===== config.mk =====
export PLATFORM = sky130hd
export DESIGN_NAME = systolic_skew_feeder
export DESIGN_NICKNAME = d
export VERILOG_FILES = /design/src/rtl/systolic_skew_feeder.sv
export SDC_FILE = /design/constraint.sdc
export NUM_CORES = 1
export LEC_CHECK = 0
export BUFFER_PORTS_ARGS = -buffer_cell sky130_fd_sc_hd__buf_2
export CAP_MARGIN = 25
export CORE_MARGIN = 2
export CORE_UTILIZATION = 47
export CTS_CLUSTER_DIAMETER = 120
export DETAILED_ROUTE_END_ITERATION = 8
export GPL_TIMING_DRIVEN = 0
export PLACE_DENSITY = 0.75
export RECOVER_POWER = 100
export SYNTH_ARGS = -nofsm -noshare
export SYNTH_HDL_FRONTEND = slang
export SYNTH_SLANG_ARGS = --single-unit

===== constraint.sdc =====
create_clock -name clk -period 12.4 [get_ports clk]
set_clock_uncertainty 0.2 [all_clocks]
set_input_delay 2.48 -clock clk [delete_from_list [all_inputs] [get_ports clk]]
set_output_delay 2.48 -clock clk [all_outputs]
set_load 0.01 [all_outputs]

===== src/rtl/systolic_skew_feeder.sv =====
// rtl/systolic_skew_feeder.sv - diagonal-skew operand feeder for a row of FP32 MAC PEs
// Lane i sees each accepted operand i+1 cycles after transfer, tagged with tile first/last.
module systolic_skew_feeder #(
  parameter int N      = 4,
  parameter int K      = 4,
  parameter int DATA_W = 32
) (
  input  logic                clk,
  input  logic                rst,
  input  logic [N*DATA_W-1:0] in_data,
  input  logic                in_valid,
  output logic                in_ready,
  output logic [N*DATA_W-1:0] out_data,
  output logic [N-1:0]        out_valid,
  output logic [N-1:0]        out_first,
  output logic [N-1:0]        out_last,
  output logic                tile_done,
  output logic                busy
);

  localparam int CNT_W = $clog2(K + 1);
  localparam int FL_W  = $clog2(N);
  localparam logic [CNT_W-1:0] LAST_CNT = CNT_W'(K - 1);
  localparam logic [FL_W-1:0]  FL_END   = FL_W'(N - 2);

  typedef enum logic [1:0] {
    IDLE  = 2'd0,
    FEED  = 2'd1,
    FLUSH = 2'd2
  } state_t;

  state_t             state, state_d;
  logic [CNT_W-1:0]   cnt, cnt_d;
  logic [FL_W-1:0]    fcnt, fcnt_d;
  logic               xfer;

  logic [N*DATA_W-1:0] s0_data;
  logic                s0_valid;
  logic                s0_first;
  logic                s0_last;

  assign in_ready = (state != FLUSH);
  assign xfer     = in_valid & in_ready;
  assign busy     = (state != IDLE);

  always_ff @(posedge clk or posedge rst) begin
    if (rst) begin
      state <= IDLE;
      cnt   <= '0;
      fcnt  <= '0;
    end else begin
      state <= state_d;
      cnt   <= cnt_d;
      fcnt  <= fcnt_d;
    end
  end

  // IDLE accepts like FEED; with cnt==0 in IDLE, K=1 jumps straight to FLUSH.
  always_comb begin
    state_d = state;
    cnt_d   = cnt;
    fcnt_d  = fcnt;
    case (state)
      IDLE, FEED: begin
        if (xfer) begin
          cnt_d = cnt + CNT_W'(1);
          if (cnt == LAST_CNT) begin
            state_d = FLUSH;
            fcnt_d  = '0;
          end else begin
            state_d = FEED;
          end
        end
      end
      FLUSH: begin
        if (fcnt == FL_END) begin
          state_d = IDLE;
          cnt_d   = '0;
        end else begin
          fcnt_d = fcnt + FL_W'(1);
        end
      end
      default: begin
        state_d = IDLE;
        cnt_d   = '0;
        fcnt_d  = '0;
      end
    endcase
  end

  // Non-transfer slots enter as zero data so downstream adds see FP +0.
  always_ff @(posedge clk or posedge rst) begin
    if (rst) begin
      s0_data  <= '0;
      s0_valid <= 1'b0;
      s0_first <= 1'b0;
      s0_last  <= 1'b0;
    end else begin
      s0_data  <= xfer ? in_data : '0;
      s0_valid <= xfer;
      s0_first <= xfer & (cnt == '0);
      s0_last  <= xfer & (cnt == LAST_CNT);
    end
  end

  for (genvar i = 0; i < N; i++) begin : g_lane
    if (i == 0) begin : g_direct
      assign out_data[0 +: DATA_W] = s0_data[0 +: DATA_W];
      assign out_valid[0]          = s0_valid;
      assign out_first[0]          = s0_first;
      assign out_last[0]           = s0_last;
    end else begin : g_delay
      logic [DATA_W-1:0] d_q [i];
      logic [i-1:0]      v_q;
      logic [i-1:0]      f_q;
      logic [i-1:0]      l_q;

      always_ff @(posedge clk or posedge rst) begin
        if (rst) begin
          for (int j = 0; j < i; j++) begin
            d_q[j] <= '0;
          end
          v_q <= '0;
          f_q <= '0;
          l_q <= '0;
        end else begin
          d_q[0] <= s0_data[i*DATA_W +: DATA_W];
          v_q[0] <= s0_valid;
          f_q[0] <= s0_first;
          l_q[0] <= s0_last;
          for (int j = 1; j < i; j++) begin
            d_q[j] <= d_q[j-1];
            v_q[j] <= v_q[j-1];
            f_q[j] <= f_q[j-1];
            l_q[j] <= l_q[j-1];
          end
        end
      end

      assign out_data[i*DATA_W +: DATA_W] = d_q[i-1];
      assign out_valid[i]                 = v_q[i-1];
      assign out_first[i]                 = f_q[i-1];
      assign out_last[i]                  = l_q[i-1];
    end
  end

  // out_last is only ever set on a valid slot, so it alone marks the tile end.
  assign tile_done = out_last[N-1];

endmodule


## Yosys cells after proc, flatten, opt, wreduce, memory -nomap -nowiden

Cells that the tools add are included.

- Register bits after elaboration: 348
- Bits in latches: 0
- Bits in writable memories: 0
- Memory bits (read-only): 0
- Input bits: 131
- Output and inout port bits: 143
- Logic and storage cells: 54
- Memories: 0

- Add/sub/neg operators: 2
- $mul: 0
- Divide/modulo/power cells: 0
- Order comparisons: 0
- Eq/ne operators: 9
- Shifts and indexed selects: 0
- Muxes and demuxes: 12
- Bitwise gates (word level): 3
- Reductions and logical operators: 6

Operators with widths:

| cell | count |
|---|---|
| 2-to-1 mux 128 bit | 1 |
| 2-to-1 mux 2 bit | 6 |
| inequality test 2 bit, second input constant | 5 |
| case mux 2 bit (2 select lines) | 2 |
| 2-to-1 mux 3 bit | 2 |
| case mux 3 bit (2 select lines) | 1 |
| equality test 2 bit, second input constant | 2 |
| adder 3 x 1 -> 3 bit, second input constant | 1 |
| bitwise AND 1 bit | 3 |
| equality test 3 x 2 -> 1 bit, second input constant | 1 |
| zero test 3 bit | 1 |
| AND reduction 3 bit | 1 |
| adder 2 x 1 -> 2 bit, second input constant | 1 |
| equality test 2 x 1 -> 1 bit, second input constant | 1 |
| zero test 2 bit | 1 |
| AND reduction 2 bit | 1 |
| nonzero test 2 bit | 1 |
| OR reduction 2 bit | 1 |

## Longest topological paths before layout

- Word-level depth: 4
- Depth in mapped cells: 6
- Depth with buffers taken out: 4

## Worst setup path after synthesis

No wires, ideal clock.

- Path type: register to output
- Start: reg state[1]
- End: out in_ready
- Arrival time: 873 ps
- Data required time: 9720 ps
- Path slack: 8847 ps
- Cell stages (with the launch flop): 5
- Path buffers: 2
- Path through: dfrtp_1 -> buf_6 -> and2b_4 -> inv_4 -> buf_2

- Longest elaborated chain between the ends: 1

RTL lines:

| item | RTL line | source |
|---|---|---|
| from (decl) | 32 | `state_t state, state_d;` |
| from (signal assigned) | 52 | `state <= state_d;` |
| inequality test 2 bit | 42 | `assign in_ready = (state != FLUSH);` |
| to (decl) | 12 | `output logic in_ready,` |

Every way passes these cells.

==> impl_metrics.env <==
export IMPL_p_leak_nw=7.045
export IMPL_relSlewSlack_pct=-269.3
export IMPL_fin_crit_ns=6.332
export IMPL_io_pins=274
export IMPL_register_area_um2=8483
export IMPL_drive_gt1_share_pct=32.07
export IMPL_drt_initial_drc_count=187
export IMPL_groute_layer_met2_usage_pct=29.12
export IMPL_row_count=54
export IMPL_yosysWarnings=0
export IMPL_clk_latency_ns=0.50
export IMPL_netlist_area_um2=10510
export IMPL_crit_family="buffers and inverters"
export IMPL_multi_input_area_um2=1028
export IMPL_cts_setup_buffers=0
export IMPL_ys_seq_elements=339
export IMPL_postPlaceCellArea_um2=12290
export IMPL_crit_path_end_kind="async pin"
export IMPL_worstMarginPinSlew_ns=5.508
export IMPL_synth_area_per_cell_um2=16.55
export IMPL_cts_root_buffer="clkbuf_16"
export IMPL_dpl_hpwl_mm=13.27
export IMPL_die_w_um=153.5
export IMPL_final_antenna_net_count=0
export IMPL_grt_ovfl_total=0
export IMPL_fin_nets=1082
export IMPL_vias=5576
export IMPL_clkSinkCount=339
export IMPL_seq_area_frac_synth_pct=80.72
export IMPL_grtUsageMet1_pct=20.29
export IMPL_crit_chain="buf_2 > clkinvlp_2"
export IMPL_synth_edf_count=0
export IMPL_power_density_nw_per_um2=182.9
export IMPL_wl_per_cell_um=15.66
export IMPL_setup_violations=0
export IMPL_crit_arrival_ns=5.73
export IMPL_design_area_um2=13260
export IMPL_crit_type="in -> async"
export IMPL_die_area_um2=23570
export IMPL_busiest_layer="met2"
export IMPL_cts_tree="done"
export IMPL_dp_slack_ns=8.367
export IMPL_routed_via_density=4.439
export IMPL_core_area_um2=21890
export IMPL_rsz0062_at_grt="false"
export IMPL_wirelength_mm=19.67
export IMPL_synth_cells=635
export IMPL_cts_resized=0
export IMPL_area_growth_pct=26.21
export IMPL_fillers=1720
export IMPL_crit_buf_inv=2
export IMPL_hold_path_class="reg -> reg"
export IMPL_start_util_pct=48.01
export IMPL_synth_main_ff_cell="dfrtp_1"
export IMPL_path_max_fanout=130
export IMPL_cp_slowest_cell="clkinvlp_2"
export IMPL_total_power_mw=2.426
export IMPL_portBuffers=273
export IMPL_finalWeightedCongestion=0.7700
export IMPL_worstSetupStartpointType="input pin"
export IMPL_grt_use_met3_pct=5.975
export IMPL_firstDrtPassIters=6
export IMPL_grt_pass1_wl_mm=31.17
export IMPL_fp_dieH_um=153.5
export IMPL_grt_max_degree=131
export IMPL_synth_distinct_cells=28
export IMPL_grt_usage_pct=17.14
export IMPL_maxCapViolCount=1
export IMPL_drcViolationCount=0
export IMPL_status="complete, but fails checks"
export IMPL_violations="max-capacitance violations, max-slew violations"
export IMPL_holdBufCountCts=0
export IMPL_min_period_over_period_pct=51.07
export IMPL_antenna_found_initial=7
export IMPL_syn_nets=770
export IMPL_layout_setup_ws_ns=6.068
export IMPL_clock_path_buffers=3
export IMPL_grt_pass1_vias=5958
export IMPL_async_flop_share_pct=100.0
export IMPL_cts_buffers=35
export IMPL_cts_htree_levels=2
export IMPL_slew_violations=131
export IMPL_finalSetupTns_ns=0
export IMPL_slowest_delay_ns=3.09
export IMPL_clkTransAtPathRegs_ns=0.06
export IMPL_fmax_mhz=157.9
export IMPL_ir_drop_mv=0.1079
export IMPL_required_ns=11.79
export IMPL_hold_viol=0
-- final timing paths --
check                                          start                   endpoint  slack, ns  cells past startpoint
max in group clk                            state[1]                   in_ready       7.98                      5
hold / removal             g_lane[3].g_delay.d_q[92]  g_lane[3].g_delay.d_q[60]       0.13                      0
setup / recovery                                 rst                s0_data[23]       6.07                      2
min in group asynchronous                        rst  g_lane[1].g_delay.d_q[19]       3.53                      2
setup reg to reg                             fcnt[0]                     cnt[0]      10.75                      4
hold reg to reg            g_lane[3].g_delay.d_q[92]  g_lane[3].g_delay.d_q[60]       0.13                      0
-- cell usage in the layout, fill, tap and decap left out, types with 3 or more instances in the layout --
master,n
buf_4,102
buf_2,131
clkbuf_2,4
clkinv_2,4
and3_1,129
buf_6,10
ha_1,4
inv_1,5
clkbuf_8,8
nand2b_1,3
diode_2,3
clkbuf_16,36
clkbuf_1,165
dfrtp_1,339
-- cell type report --
type | instances | share of cell area, %
Multi-Input combinational cell | 156 | 7.755
Timing Repair Buffer | 275 | 9.377
Sequential cell | 339 | 63.96
Antenna cell | 3 | 0.05660
Clock buffer | 51 | 7.821
Buffer | 133 | 7.283
Inverter | 7 | 0.2264
Tap cell | 280 | 2.642
Clock inverter | 12 | 0.8774
-- registers in the layout, summed over array words and instances, names as in the netlist, 3 cells and up --
| name | flops |
|---|---|
| g_lane.g_delay.d_q | 128 |
| s0_data | 128 |
| out_data | 64 |
| cnt | 3 |
| g_lane.g_delay.f_q | 3 |
| g_lane.g_delay.l_q | 3 |
| g_lane.g_delay.v_q | 3 |
-- power by group --
group	switching [mW]	leakage (nW)	internal [mW]	total, mW
combinational	0.100	2.11	0.0944	0.195
clock	0.408	0.564	0.607	1.01
sequential	0.0294	4.37	1.19	1.22
-- cells by family after synthesis --
logic type               after synthesis  share of synthesized area [%]
AO/OA/AOI/OAI                          9                         0.7025
adder cells (fa/ha/maj)                4                         0.4763
buffers and inverters                140                          9.489
flip-flops                           339                          80.72
AND/OR/NAND/NOR                      143                          8.608
-- synthesized netlist by cell type, types with 2 or more instances --
cell type    n  area, µm²
dfrtp_1    339       8483
inv_1        6      22.52
clkbuf_1    14      52.55
buf_2        2      10.01
or2_2        2      12.51
nand2b_1     3      18.77
a32o_1       2      20.02
nor3b_1      2      15.01
buf_4      103      773.2
buf_6       10      112.6
and3_1     129      807.0
ha_1         4      50.05
clkbuf_2     4      20.02
-- metrics by stage --
| step | hold slack, ns | util (%) | std cells |
|---|---|---|---|
| after floorplan | 0.1312 | - | 635 |
| after global placement | 0.1311 | 55.85 | 1188 |
| after detailed placement | 0.1347 | 56.13 | 1190 |
| after CTS | 0.1371 | 61.40 | 1253 |
| after global routing | 0.1419 | 60.59 | 1256 |
| final | 0.1346 | 60.59 | 1256 |
-- metal layers --
metal  part of all wire, %  routed length, µm  vias up
met5                  0.21                 42        -
met4                   2.6                521        8
met3                   8.6               1691       48
met2                    51               9989      210
met1                    38               7430     2717
li1                      -                  -     2593
(Power assumes the default switching activity.)
